--- src/rtl/cp0_exc_pkg.sv ---
// cp0_exc_pkg: CP0 register numbers, exception codes, sequencer states and Status bit indices
package cp0_exc_pkg;
  localparam logic [4:0] CP0_COUNT  = 5'd9;
  localparam logic [4:0] CP0_STATUS = 5'd12;
  localparam logic [4:0] CP0_CAUSE  = 5'd13;
  localparam logic [4:0] CP0_EPC    = 5'd14;
  localparam logic [4:0] EXC_INT = 5'd0;
  localparam logic [4:0] EXC_SYS = 5'd8;
  localparam logic [4:0] EXC_RI  = 5'd10;
  localparam int ST_MODE  = 0;
  localparam int ST_IE    = 1;
  localparam int ST_PMODE = 2;
  localparam int ST_PIE   = 3;
  typedef enum logic [1:0] {RUN = 2'd0, TRAP = 2'd1, RET = 2'd2} state_t;
endpackage

--- src/rtl/cp0_regs.sv ---
// cp0_regs: Count/Status/Cause/EPC storage, write decode and read mux; irq sampling under CP0_IRQ_EN
module cp0_regs
  import cp0_exc_pkg::*;
#(
  parameter logic RESET_MODE = 1'b1
) (
  input  logic        clk,
  input  logic        reset,
  input  logic        trap,
  input  logic [4:0]  code,
  input  logic        ret,
  input  logic        wr_en,
  input  logic [4:0]  addr,
  input  logic [31:0] wdata,
  input  logic [31:0] pc,
`ifdef CP0_IRQ_EN
  input  logic        irq,
  output logic        ie,
  output logic        ip,
`endif
  output logic [31:0] rdata,
  output logic        mode,
  output logic [31:0] epc
);
  logic [31:0] count;
  logic [3:0]  status;
  logic [4:0]  exccode;
  logic        ip_q;
  always_ff @(posedge clk) begin
    if (reset) begin
      count   <= '0;
      status  <= {3'b000, RESET_MODE};
      exccode <= '0;
      epc     <= '0;
    end else begin
      count <= (wr_en && addr == CP0_COUNT) ? wdata : count + 32'd1;
      if (trap) begin
        epc     <= pc;
        exccode <= code;
        status  <= {status[ST_IE], status[ST_MODE], 1'b0, 1'b1};
      end else if (ret) begin
        status[ST_IE:ST_MODE] <= status[ST_PIE:ST_PMODE];
      end else if (wr_en) begin
        if (addr == CP0_STATUS) status <= wdata[3:0];
        if (addr == CP0_EPC) epc <= wdata;
      end
    end
  end
`ifdef CP0_IRQ_EN
  always_ff @(posedge clk) ip_q <= reset ? 1'b0 : irq;
  assign ie = status[ST_IE];
  assign ip = ip_q;
`else
  assign ip_q = 1'b0;
`endif
  assign mode = status[ST_MODE];
  always_comb
    rdata = addr == CP0_COUNT  ? count :
            addr == CP0_STATUS ? {28'd0, status} :
            addr == CP0_CAUSE  ? {21'd0, ip_q, 3'd0, exccode, 2'd0} :
            addr == CP0_EPC    ? epc : 32'd0;
endmodule

--- src/rtl/cp0_exc.sv ---
// cp0_exc: CP0 exception sequencer (RUN/TRAP/RET); interrupts enabled by CP0_IRQ_EN
module cp0_exc
  import cp0_exc_pkg::*;
#(
  parameter logic [31:0] EXC_VECTOR = 32'h0000_0080,
  parameter logic        RESET_MODE = 1'b1
) (
  input  logic        clk,
  input  logic        reset,
  input  logic        stall,
  input  logic        exc_ri,
  input  logic        exc_sys,
  input  logic        exc_ret,
  input  logic        cowrite,
  input  logic [31:0] pc_ex,
  input  logic [4:0]  co_addr,
  input  logic [31:0] co_wdata,
`ifdef CP0_IRQ_EN
  input  logic        irq,
`endif
  output logic [31:0] co_rdata,
  output logic        cpu_mode,
  output logic        flush,
  output logic        redirect,
  output logic [31:0] redirect_pc
);
  state_t      state, state_n;
  logic        accept, take_int, trap, ret, wr;
  logic [4:0]  code;
  logic [31:0] epc;
`ifdef CP0_IRQ_EN
  logic ie, ip;
  assign take_int = accept && !(exc_ri || exc_sys || exc_ret || cowrite) && ip && ie;
`else
  assign take_int = 1'b0;
`endif
  assign accept = state == RUN && !stall;
  assign trap   = accept && (exc_ri || exc_sys || take_int);
  assign ret    = accept && !exc_ri && !exc_sys && exc_ret;
  assign wr     = accept && !exc_ri && !exc_sys && !exc_ret && cowrite;
  assign code   = exc_ri ? EXC_RI : exc_sys ? EXC_SYS : EXC_INT;
  always_ff @(posedge clk) state <= reset ? RUN : state_n;
  always_comb begin
    state_n     = trap ? TRAP : ret ? RET : RUN;
    flush       = state != RUN;
    redirect    = state != RUN;
    redirect_pc = state == TRAP ? EXC_VECTOR : state == RET ? epc : 32'd0;
  end
  cp0_regs #(.RESET_MODE(RESET_MODE)) u_regs (
    .clk   (clk),
    .reset (reset),
    .trap  (trap),
    .code  (code),
    .ret   (ret),
    .wr_en (wr),
    .addr  (co_addr),
    .wdata (co_wdata),
    .pc    (pc_ex),
`ifdef CP0_IRQ_EN
    .irq   (irq),
    .ie    (ie),
    .ip    (ip),
`endif
    .rdata (co_rdata),
    .mode  (cpu_mode),
    .epc   (epc)
  );
endmodule
--- config.mk ---
export PLATFORM = sky130hd
export DESIGN_NAME = cp0_exc
export DESIGN_NICKNAME = d
export VERILOG_FILES = /design/src/rtl/cp0_exc_pkg.sv /design/src/rtl/cp0_regs.sv /design/src/rtl/cp0_exc.sv
export SDC_FILE = /design/constraint.sdc
export NUM_CORES = 1
export LEC_CHECK = 0
export CAP_MARGIN = 20
export CORE_MARGIN = 4
export CORE_UTILIZATION = 50
export DETAILED_ROUTE_END_ITERATION = 7
export PLACE_DENSITY_LB_ADDON = 0.08
export SYNTH_ARGS = -nofsm -noshare
export SYNTH_HDL_FRONTEND = slang
export SYNTH_SLANG_ARGS = --single-unit
--- constraint.sdc ---
create_clock -name clk -period 4.55 [get_ports clk]
set_input_delay 0.91 -clock clk [delete_from_list [all_inputs] [get_ports clk]]
set_output_delay 0.91 -clock clk [all_outputs]
set_load 0.01 [all_outputs]
### Word level (Yosys, flattened, before mapping)

Cells that the tools add are included.
Widths: inputs -> output; s select.

* register bits: 75
* bits in latches: 0
* memory bits (writable): 0
* memory bits (read-only): 0
* bits of input ports: 76
* output and inout port bits: 67
* word-level logic and storage cells: 59
* memories: 0

* $add $sub $neg: 1
* multiply operators: 0
* div/mod/pow operators: 0
* magnitude comparators: 0
* eq/ne operators: 7
* shift operators: 0
* mux-type cells: 20
* bitwise logic cells: 0
* reduce and logical (&&, ||, !) cells: 24

Operators with widths (count)
* $mux 32: 11
* $add 32x1->32 const B: 1
* $eq 5x4->1 const B: 4
* $mux 4: 5
* $reduce_bool 2->1: 6
* $logic_and 1x1->1: 8
* $mux 2: 3
* $reduce_and 3->1: 2
* $logic_not 1->1: 4
* $eq 2x1->1 const B: 1
* $eq 2x2->1 const B: 1
* $logic_not 2->1: 1
* $ne 2x2->1 const B: 1
* $reduce_and 2->1: 1
* $reduce_or 2->1: 1
* $logic_or 1x1->1: 1
* $mux 1: 1

### Depth between registers and ports, before layout

* depth after elaboration: 9
* gate-level depth with buffers: 7
* mapped depth without buffers: 5

### Cells and area by module

From an unflattened synthesis, not the netlist that was laid out.

* cell total of the unflattened synthesis: 473
* area, all modules: 4172.8 µm²

Modules (own cells, without submodules)
* cp0_regs: instances 1, cells each 423, area an instance 3819.9 µm², sequential area each 1461.4 µm²
* cp0_exc: instances 1, cells each 50, area an instance 352.8 µm², sequential area each 40.0 µm²

### Least setup slack after synthesis

OpenSTA, ideal clock, no wires.

* kind: input -> output
* start: input co_addr[2]
* end: output co_rdata[1]
* arrival time: 1.981 ns
* required time: 3.640 ns
* setup slack: 1.659 ns
* stages on the path: 6
* buffers on the path: 2
* path through: clkbuf_1 -> nand3b_1 -> nor2_1 -> clkbuf_1 -> a222oi_1 -> inv_1

* cells in the longest elaborated chain, start to end: 5
* elaborated cells between the ends (all ways): 8
* classes of those cells: eq/ne: 4; mux: 4

RTL lines
* start, declared: line cp0_exc.sv:16 `input logic [4:0] co_addr,`
* $eq 5x4->1: line cp0_regs.sv:61 `addr == CP0_EPC ? epc : 32'd0;`
* $mux 32: line cp0_regs.sv:61
* $mux 32: line cp0_regs.sv:60 `addr == CP0_CAUSE ? {21'd0, ip_q, 3'd0, exccode, 2'd0} :`
* $mux 32: line cp0_regs.sv:59 `addr == CP0_STATUS ? {28'd0, status} :`
* $mux 32 (*): line cp0_regs.sv:58 `rdata = addr == CP0_COUNT ? count :`
* end, declared: line cp0_exc.sv:21 `output logic [31:0] co_rdata,`

Mark *: on every way between the ends. The rest lies on a longest branch, timed or not.

### Final worst setup path

* start: input co_addr[2]
* end: output co_rdata[31]

The elaborated chain is that of the path after synthesis.

==> metrics.md <==
| Metric | Value |
|---|---|
| Status | complete, no violations |
| Reg2reg setup slack | 1850 ps |
| Total core area | 8260 um^2 |
| CP most frequent cell | clkdlybuf4s50_1 |
| Worst setup SP type | input pin |
| Buf+Inv Stages, Crit Path | 3 |
| Arr. time, crit path | 2990 ps |
| Tot Pwr | 1.52 mW |
| Reg clk slew, reported paths | 80 ps |
| Syn Area/Cell | 7.78 um^2 |
| Syn_nets | 625 |
| Reg2reg path depth | 4 |
| Setup TNS | 0 ps |
| VDD IR max | 184 uV |
| Synth Flop Type | dfxtp_1 |
| Crit. End Element | primary output |
| Vias | 4,737 |
| Max Fanout on Critical Path | 20 |
| DRC | 0 |
| Leakage | 2.07 nW |
| Htree depth | 3 |
| Grt ovf | 0 |
| Root Driver | clkbuf_8 |
| Vias in the first global route | 4,712 |
| TritonCTS Buffers | 9 |
| Hold WC Path Type | reg -> reg |
| Netlist cell types | 55 |
| Req. time, crit path | 3640 ps |
| TritonCTS clock tree | done |
| Ant. Diodes | 0 |
| Pre-Repair DR Iteration Count | 7 |
| Critical path launch point | co_addr[2] |
| PD cells | 254 nW/um^2 |
| Crit path cell chain | clkdlybuf4s50_1, nand3b_1, nor2_2, buf_4, a22o_1, clkdlybuf4s50_1 |
| Largest net degree at the start of global routing | 71 |
| Row Count | 33 |
| Nets@finish | 742 |
| R2R Path Start | state[0]$_SDFF_PP0_ |
| Hold Buf Count CTS | 0 |
| Max-slew headroom | 32.6% |
| Worst path depth | 6 |
| Worst Hold Margin | 468 ps |
| Area growth, synth to finish | 39.7% |
| Fin cells | 775 |
| Synth Warn # | 0 |
| First-pass GRT wire length | 22,700 um |
| Final Hold Viols | 0 |
| Num ports | 143 |
| Max Cap Viol | 0 |
| Yosys top cell area share | 33.8% |
| Initial Util | 51.7% |
| HP Start | u_regs.exccode[1]$_SDFFE_PP0P_ |
| Cell area after layout | 5960 um^2 |
| DIE AREA | 10,100 um^2 |
| Slew at the pin closest to its max-slew limit | 1010 ps |
| Final period util | 85.7% |
| R2R Path End | u_regs.count[11]$_SDFF_PP0_ |
| Worst Setup EP | co_rdata[31] |
| Die X | 100 um |
| Post-DP Area | 5730 um^2 |
| First DRT Iteration DRCs | 302 |
| Most frequent cells after synthesis | nand2_1, dfxtp_1, nor3_1, clkbuf_1 |
| Worst-Skew Late Latency | 350 ps |
| Cell family with most CP delay | buffers and inverters |
| Dpl cells | 759 |
| GP Congestion | 0.862 |
| Die Y | 100 um |
| EDFF count, synth | 0 |
| Layout cells sized above 1 | 5.97% |
| Worst setup path category | in -> out |
| Synth area leader | dfxtp_1 |
| Buffers on Ports | 142 |
| Top cells by area, synth | dfxtp_1, a311oi_1, nand2_1, a22o_1, and2_1 |
| Final setup fails | 0 |
| Resize count post-CTS | 0 |
| Min Tclk post-route | 3900 ps |
| Synth Instances | 548 |
| Dpl hpwl | 9830 um |
| Wire per inst | 18.4 um |
| DR vias/cell | 6.11 |
| Cell with the most instances after synthesis | nand2_1 |
| Clk_skew | 10.2 ps |
| FF+latch count, synth | 72 |
| Seq/Total Area, Yosys | 33.8% |
| CTS Sinks | 72 |
| Slew Limit Fails | 0 |
| Ys async rst share | 0% |
| # Post-CTS Setup Buffers | 0 |
| RSZ-0062 raised after global routing | no |
| Cell Area, Synth | 4270 um^2 |
| GRT Util Overall | 27.8% |
| FMAX | 256 MHz |
| Worst path max stage delay | 650 ps |
| Clock tree buffer depth | 2 |
| Post-Route WL | 14,200 um |
| Initial antenna violation count | 0 |
| Slowest stage cell, crit path | clkdlybuf4s50_1 |
| Final ANT Viol Nets | 0 |
-- cell usage in the layout, fill, tap and decap left out, types with 5 or more instances in the layout --
master           netlist  routed
nand3_1               15      15
a31oi_1               10      10
buf_4                  1      11
or3_1                  5       5
a21oi_1               11      11
and2_1                34      34
inv_1                 16      16
clkdlybuf4s50_1        0     141
nor4_1                 5       5
nand2_1               79      79
nor2_1                26      23
a22o_1                27      27
o21ai_0               26      26
o31ai_1                7       7
nand4_1                6       6
clkbuf_8               0      12
a211oi_1               7       7
dfxtp_1               72      72
a311oi_1              34      34
xnor2_1               11      11
and4_1                 6       6
nor3_1                41      41
or4_1                 12      11
-- through the flow --
| step | worst slack (ps) | utilization [%] |
|---|---|---|
| CTS | 686 | 72.2 |
| global route | 588 | 72.2 |
| floorplan | 1660 | - |
| detailed placement | 704 | 69.3 |
| finish | 649 | 72.2 |
| global placement | 744 | 69.3 |
-- worst reg2reg max path, delay by kind of cell (launching register included) --
| family | cells | cell delay, ps |
|---|---|---|
| AND/OR/NAND/NOR | 2 | 1680 |
| AO/OA/AOI/OAI | 2 | 490 |
| flip-flops | 1 | 360 |
-- cell type report --
class / count / area (um^2)
sequential: 72 / 1440
multi-input combinational: 413 / 2590
clock buffer: 14 / 173
timing repair buffer: 153 / 1500
inverter: 16 / 60.1
clock inverter: 2 / 60.1
tap: 105 / 131
fill: 677 / 2300
-- layer usage --
layer / vias up / share of wire [%] / GRT usage, %
met4: 0 / 2.0 / 10.8
li1: 2281 / - / -
met2: 198 / 50 / 48.0
met5: - / 0 / 0
met1: 2234 / 41 / 34.3
met3: 24 / 6.9 / 5.21
-- sequential cells by signal, indices dropped and copies added, names as in the netlist --
register / flops
u_regs.count: 32
state: 2
u_regs.exccode: 2
u_regs.epc: 32
u_regs.status: 4
-- power by group --
part           total, mW  internal (mW)  leakage, nW  switching [mW]
clock network      0.594          0.355        0.117           0.239
logic              0.233          0.118         1.36           0.115
registers          0.689          0.662        0.589          0.0268
-- worst min-delay path by stage --
stage | end | slack (ps) | depth (start not counted)
global placement | u_regs.exccode[1]$_SDFFE_PP0P_ | 450 | 2
detailed placement | u_regs.exccode[1]$_SDFFE_PP0P_ | 460 | 2
CTS | u_regs.exccode[1]$_SDFFE_PP0P_ | 470 | 2
finish | u_regs.exccode[1]$_SDFFE_PP0P_ | 470 | 2
global route | u_regs.exccode[1]$_SDFFE_PP0P_ | 490 | 2
floorplan | u_regs.exccode[1]$_SDFFE_PP0P_ | 440 | 2
-- kinds of logic after synthesis --
group / synth area share (%)
AOI/OAI and AO/OA: 24.4
xor gates and xnor gates: 2.87
adders and majority gates: 0.293
buffers and inverters: 5.95
DFF: 33.8
muxes: 0.704
and+or+nand+nor: 32.0
No activity file was read; power rests on OpenSTA's default activity.
